`src/rtl/jt6295_sh_rst_line_pkg.sv`:
```
`default_nettype none
// ============================================================================
//  Module   : jt6295_sh_rst_line_pkg
//  Purpose  : Shared defaults for the resettable clock-enabled delay line used
//             by the ADPCM datapath. It aligns per-channel control and
//             recirculates the per-channel accumulator through the 4-slot
//             time-multiplexed pipeline.
//  Contents : c_DEF_WIDTH  - default word width
//             c_DEF_STAGES - default depth (latency in clk_en ticks)
//             c_SLOT_COUNT - channel slots in the multiplexed pipeline
//  Revision : 1.0 - initial release
// ============================================================================
package jt6295_sh_rst_line_pkg;

    localparam int unsigned c_DEF_WIDTH  = 5;
    localparam int unsigned c_DEF_STAGES = 2;
    // A recirculating accumulator needs one stage per channel slot.
    localparam int unsigned c_SLOT_COUNT = 4;

endpackage : jt6295_sh_rst_line_pkg
`default_nettype wire

```
`src/rtl/jt6295_sh_rst_line.sv`:
```
`default_nettype none
// ============================================================================
//  Module   : jt6295_sh_rst_line
//  Purpose  : Clock-enabled, asynchronously resettable delay line. A WIDTH-bit
//             word written at din leaves at drop exactly STAGES clk_en ticks
//             later. Idle cycles (clk_en low) freeze the whole line, so words
//             are never lost or duplicated.
//  Ports    : clk     - clock, rising edge
//             rst     - asynchronous active-high reset, loads RSTVAL everywhere
//             clk_en  - stage-advance enable
//             din     - word entering stage 0
//             drop    - word leaving the last stage (register output only)
//  Revision : 1.0 - initial release
// ============================================================================
module jt6295_sh_rst_line
    import jt6295_sh_rst_line_pkg::*;
#(
    parameter int unsigned      WIDTH  = c_DEF_WIDTH,
    parameter int unsigned      STAGES = c_DEF_STAGES,
    parameter logic [WIDTH-1:0] RSTVAL = '0
) (
    input  logic             clk,
    input  logic             rst,
    input  logic             clk_en,
    input  logic [WIDTH-1:0] din,
    output logic [WIDTH-1:0] drop
);

    // One word per stage; index 0 is the input end.
    logic [WIDTH-1:0] r_stage [STAGES];

    // The asynchronous reset prevents shift-register-LUT mapping. That cost
    // is accepted because the accumulator loop must start from a known value.
    always_ff @(posedge clk or posedge rst) begin
        if (rst) begin
            for (int k = 0; k < STAGES; k++) begin
                r_stage[k] <= RSTVAL;
            end
        end else if (clk_en) begin
            r_stage[0] <= din;
            for (int k = 1; k < STAGES; k++) begin
                r_stage[k] <= r_stage[k-1];
            end
        end
    end

    // The output comes straight from a register. Feeding drop back into din
    // through combinational logic therefore closes a registered loop.
    assign drop = r_stage[STAGES-1];

endmodule : jt6295_sh_rst_line
`default_nettype wire

```
`config.mk`:
```
export PLATFORM = sky130hd
export DESIGN_NAME = jt6295_sh_rst_line
export DESIGN_NICKNAME = d
export VERILOG_FILES = /design/src/rtl/jt6295_sh_rst_line_pkg.sv /design/src/rtl/jt6295_sh_rst_line.sv
export SDC_FILE = /design/constraint.sdc
export NUM_CORES = 1
export LEC_CHECK = 0
export ABC_AREA = 0
export CAP_MARGIN = 5
export CORE_UTILIZATION = 30
export DETAILED_ROUTE_END_ITERATION = 8
export GPL_ROUTABILITY_DRIVEN = 1
export GPL_TIMING_DRIVEN = 0
export PLACE_DENSITY = 0.64
export RECOVER_POWER = 100
export SLEW_MARGIN = 20
export SYNTH_ARGS = -nofsm -noshare
export SYNTH_HDL_FRONTEND = slang
export SYNTH_SLANG_ARGS = --single-unit
```
`constraint.sdc`:
```
create_clock -name clk -period 0.8 [get_ports clk]
set_clock_uncertainty 0.1 [all_clocks]
set_input_delay 0.16 -clock clk [delete_from_list [all_inputs] [get_ports clk]]
set_output_delay 0.16 -clock clk [all_outputs]
set_load 0.1 [all_outputs]
```
Word level (Yosys, flattened, before mapping):

Cells that the tools add are included.

* register bits after elaboration: 10
* bits of input ports: 8

Logic depth before layout (Yosys ltp):

* depth in word-level cells: 0
* gate-level depth with buffers: 2
* depth with buffers taken out: 1

Worst setup path after synthesis:

OpenSTA, ideal clock, no wires.

* path kind: flip-flop to output port
* start: register r_stage (netlist bit drop[0])
* end: output drop[0]
* data arrival time: 599 ps
* data required time: 540 ps
* path slack: -59 ps
* cell stages (with the launch flop): 2
* buffers on the path: 1
* cell sequence: dfrtp_1 -> buf_4

RTL lines
* start, declared: line jt6295_sh_rst_line.sv:30 `logic [WIDTH-1:0] r_stage [STAGES];`
* start signal, assigned by index: line jt6295_sh_rst_line.sv:42 `r_stage[k] <= r_stage[k-1];`
* end, declared: line jt6295_sh_rst_line.sv:26 `output logic [WIDTH-1:0] drop`

No word-level cell between the ends.

Final worst setup path:

* start: register r_stage (netlist bit drop[4])
* end: output drop[4]

No word-level cell between the ends.

==> summary.md <==
| Metric | Value |
|---|---|
| Setup crit end | drop[4] |
| Post-Syn Area | 453 um2 |
| Area contributors post-synth | dfrtp_1, mux2_4, buf_4, buf_6, inv_1 |
| DRC Markers | 0 |
| H-tree levels | 1 |
| Fill cells | 116 |
| Final WS setup | -0.396 ns |
| Die Ht | 40.9 um |
| # hold bufs at CTS | 0 |
| PD cells | 2530 nW/um2 |
| CTS tree | done |
| Hpwl dp | 466 um |
| RSZ-0062 raised after global routing | yes |
| Area of the multi-input gates | 150 um2 |
| Yosys Warn Count | 0 |
| CP Cell Sequence | buf_6 -> buf_12 |
| Drt via density | 4.26 |
| Tcrit/Tclk final | 150% |
| Final std cells w/o fill | 61 |
| CTS Root Cell | clkbuf_4 |
| Iteration-0 DRC Markers | 1 |
| Syn Area/Cell | 16.8 um2 |
| Post-detailed-route wirelength per cell | 11.2 um |
| First-pass GRT wire length | 1.04 mm |
| Class of the worst hold path | in2reg |
| TritonCTS Sinks | 10 |
| Max Slew Vio Count | 0 |
| CP max stage delay | 0.40 ns |
| Core Region | 1350 um2 |
| Vias in the first global route | 242 |
| Total power | 0.00181 W |
| Row count | 13 |
| VDD IR max | 0.00114 V |
| Die W | 40.9 um |
| Routed WL | 686 um |
| Critical Path RT | 0.54 ns |
| Port bufs | 11 |
| CP max FO | 2 |
| CP Data Arrival Time | 0.94 ns |
| Hold WS | 0.142 ns |
| R2r endpoint | drop[2] |
| Max_slew headroom | 74.6% |
| Setup Crit Path Kind | reg2out |
| Synth Register Bits | 10 |
| Die area | 1670 um2 |
| Yosys cell types | 5 |
| Nets | 55 |
| Hold Crit Start | clk_en |
| CP endpoint kind | output port |
| Status | finished with violations |
| Setup TNS | -3.07 ns |
| Cts bufs inserted | 3 |
| Clk buf depth | 2 |
| Final setup fails | 15 |
| Clk pin slew, worst setup/hold paths | 0.07 ns |
| Register area share after synthesis | 55.2% |
| Crit path max-delay family | flip-flops |
| Gr usage total | 10.2% |
| Register area | 250 um2 |
| Static Leakage | 0.352 nW |
| WP depth | 2 |
| CP max stage cell | dfrtp_1 |
| Critical R2R Launch | drop[2] |
| Crit path from | drop[4] |
| Post-Layout Inst Area | 717 um2 |
| Synth Instances | 27 |
| Vias post-DR | 260 |
| Share of the synthesized area in the top cell type | 55.2% |
| Starting density of the core | 33.5% |
| Synth area leader | dfrtp_1 |
| Flop2flop setup slack | -0.20 ns |
| RePlAce Congestion | 0.562 |
| Cell Area, Placed | 601 um2 |
| Initial antenna violation count | 0 |
| Synth Net Count | 35 |
| MaxCap Viol Count | 0 |
| Achievable Freq | 0.836 GHz |
| Failing checks | setup timing |
| Synthesis-to-finish area growth | 58.3% |
| Gr ovfl total | 0 |
| First-pass DRT Iterations | 2 |
| Antenna Cells | 0 |
| Antenna-violating nets left | 0 |
| Startpoint types | flip-flop |
| Largest net degree at the start of global routing | 11 |
| Hold Vio Cnt, Final | 0 |
| Bufs and invs on worst path | 2 |
| Reg2Reg Depth | 2 |
| Layout cells sized above 1 | 63.0% |
| I/O pin cnt | 13 |
| Clk Latency, worst-skew pair | 0.26 ns |
| Crit path time final | 1.20 ns |
| Cell count after placement | 53 |
| Tightest Pin Transition | 0.381 ns |
-- where the power goes --
part	total, W	switching [W]	internal (W)
clock network	0.000451	0.000175	0.000276
logic	0.000752	0.000382	0.000370
registers	0.000610	0.0000409	0.000569
total	0.00181	0.000598	0.00122
-- worst min path at each step --
stage | slack, ns | depth (start not counted) | endpoint
floorplan | -0.1 | 1 | drop[0]
global placement | 0.35 | 2 | drop[2]
detailed placement | 0.36 | 2 | drop[3]
CTS | 0.07 | 2 | r_stage[5]
global route | 0.13 | 2 | drop[3]
finish | 0.14 | 2 | drop[0]
-- registers in the layout, indices dropped and copies added, names as in the netlist --
signal and cells:
drop 5, r_stage 5
-- Yosys cell counts (all sizes together) --
library cell,instances
inv,1
mux2,10
buf,6
dfrtp,10
-- cells by family after synthesis --
| group | share of synthesized area, % |
|---|---|
| multiplexers | 33.1 |
| buffers and inverters | 11.6 |
| flip-flops | 55.2 |
-- stage by stage --
step	worst slack [ns]	util, %
after global placement	-1.02	44.5
after floorplan	-0.0440	-
final	-0.396	53.1
after global routing	-0.435	53.1
after CTS	-0.410	52.0
after detailed placement	-1.02	44.5
-- area by class of cell --
type,count,area share (%)
timing repair buffer,15,26.5
inverter,1,0.524
sequential,10,34.9
clock buffer,4,5.06
buffer,6,9.42
multi-input combinational,10,20.9
tap,15,2.62
-- what timing repair did --
item,in CTS,in global routing
endpoints found under the hold margin,0,0
buffers inserted,2,2
setup endpoints to repair,15,15
resized for setup,45,0
-- cell usage in the layout (no fill, tap or decap) --
| cell type | instances |
|---|---|
| clkbuf_8 | 1 |
| buf_6 | 6 |
| inv_1 | 1 |
| clkdlybuf4s50_1 | 5 |
| dfrtp_1 | 10 |
| clkbuf_4 | 3 |
| mux2_4 | 10 |
| dlygate4sd3_1 | 1 |
| buf_12 | 5 |
| buf_4 | 4 |
-- per-layer routing --
layer / GRT usage (%) / routed length (um) / share of wire (%) / vias up
li1: - / - / - / 124
met4: 7.50 / 0 / 0 / 0
met5: 0 / 0 / 0 / -
met1: 12.5 / 314 / 46 / 128
met3: 3.26 / 31 / 4.5 / 0
met2: 14.8 / 340 / 50 / 8
Note: power is estimated with default switching activity, not from simulation.
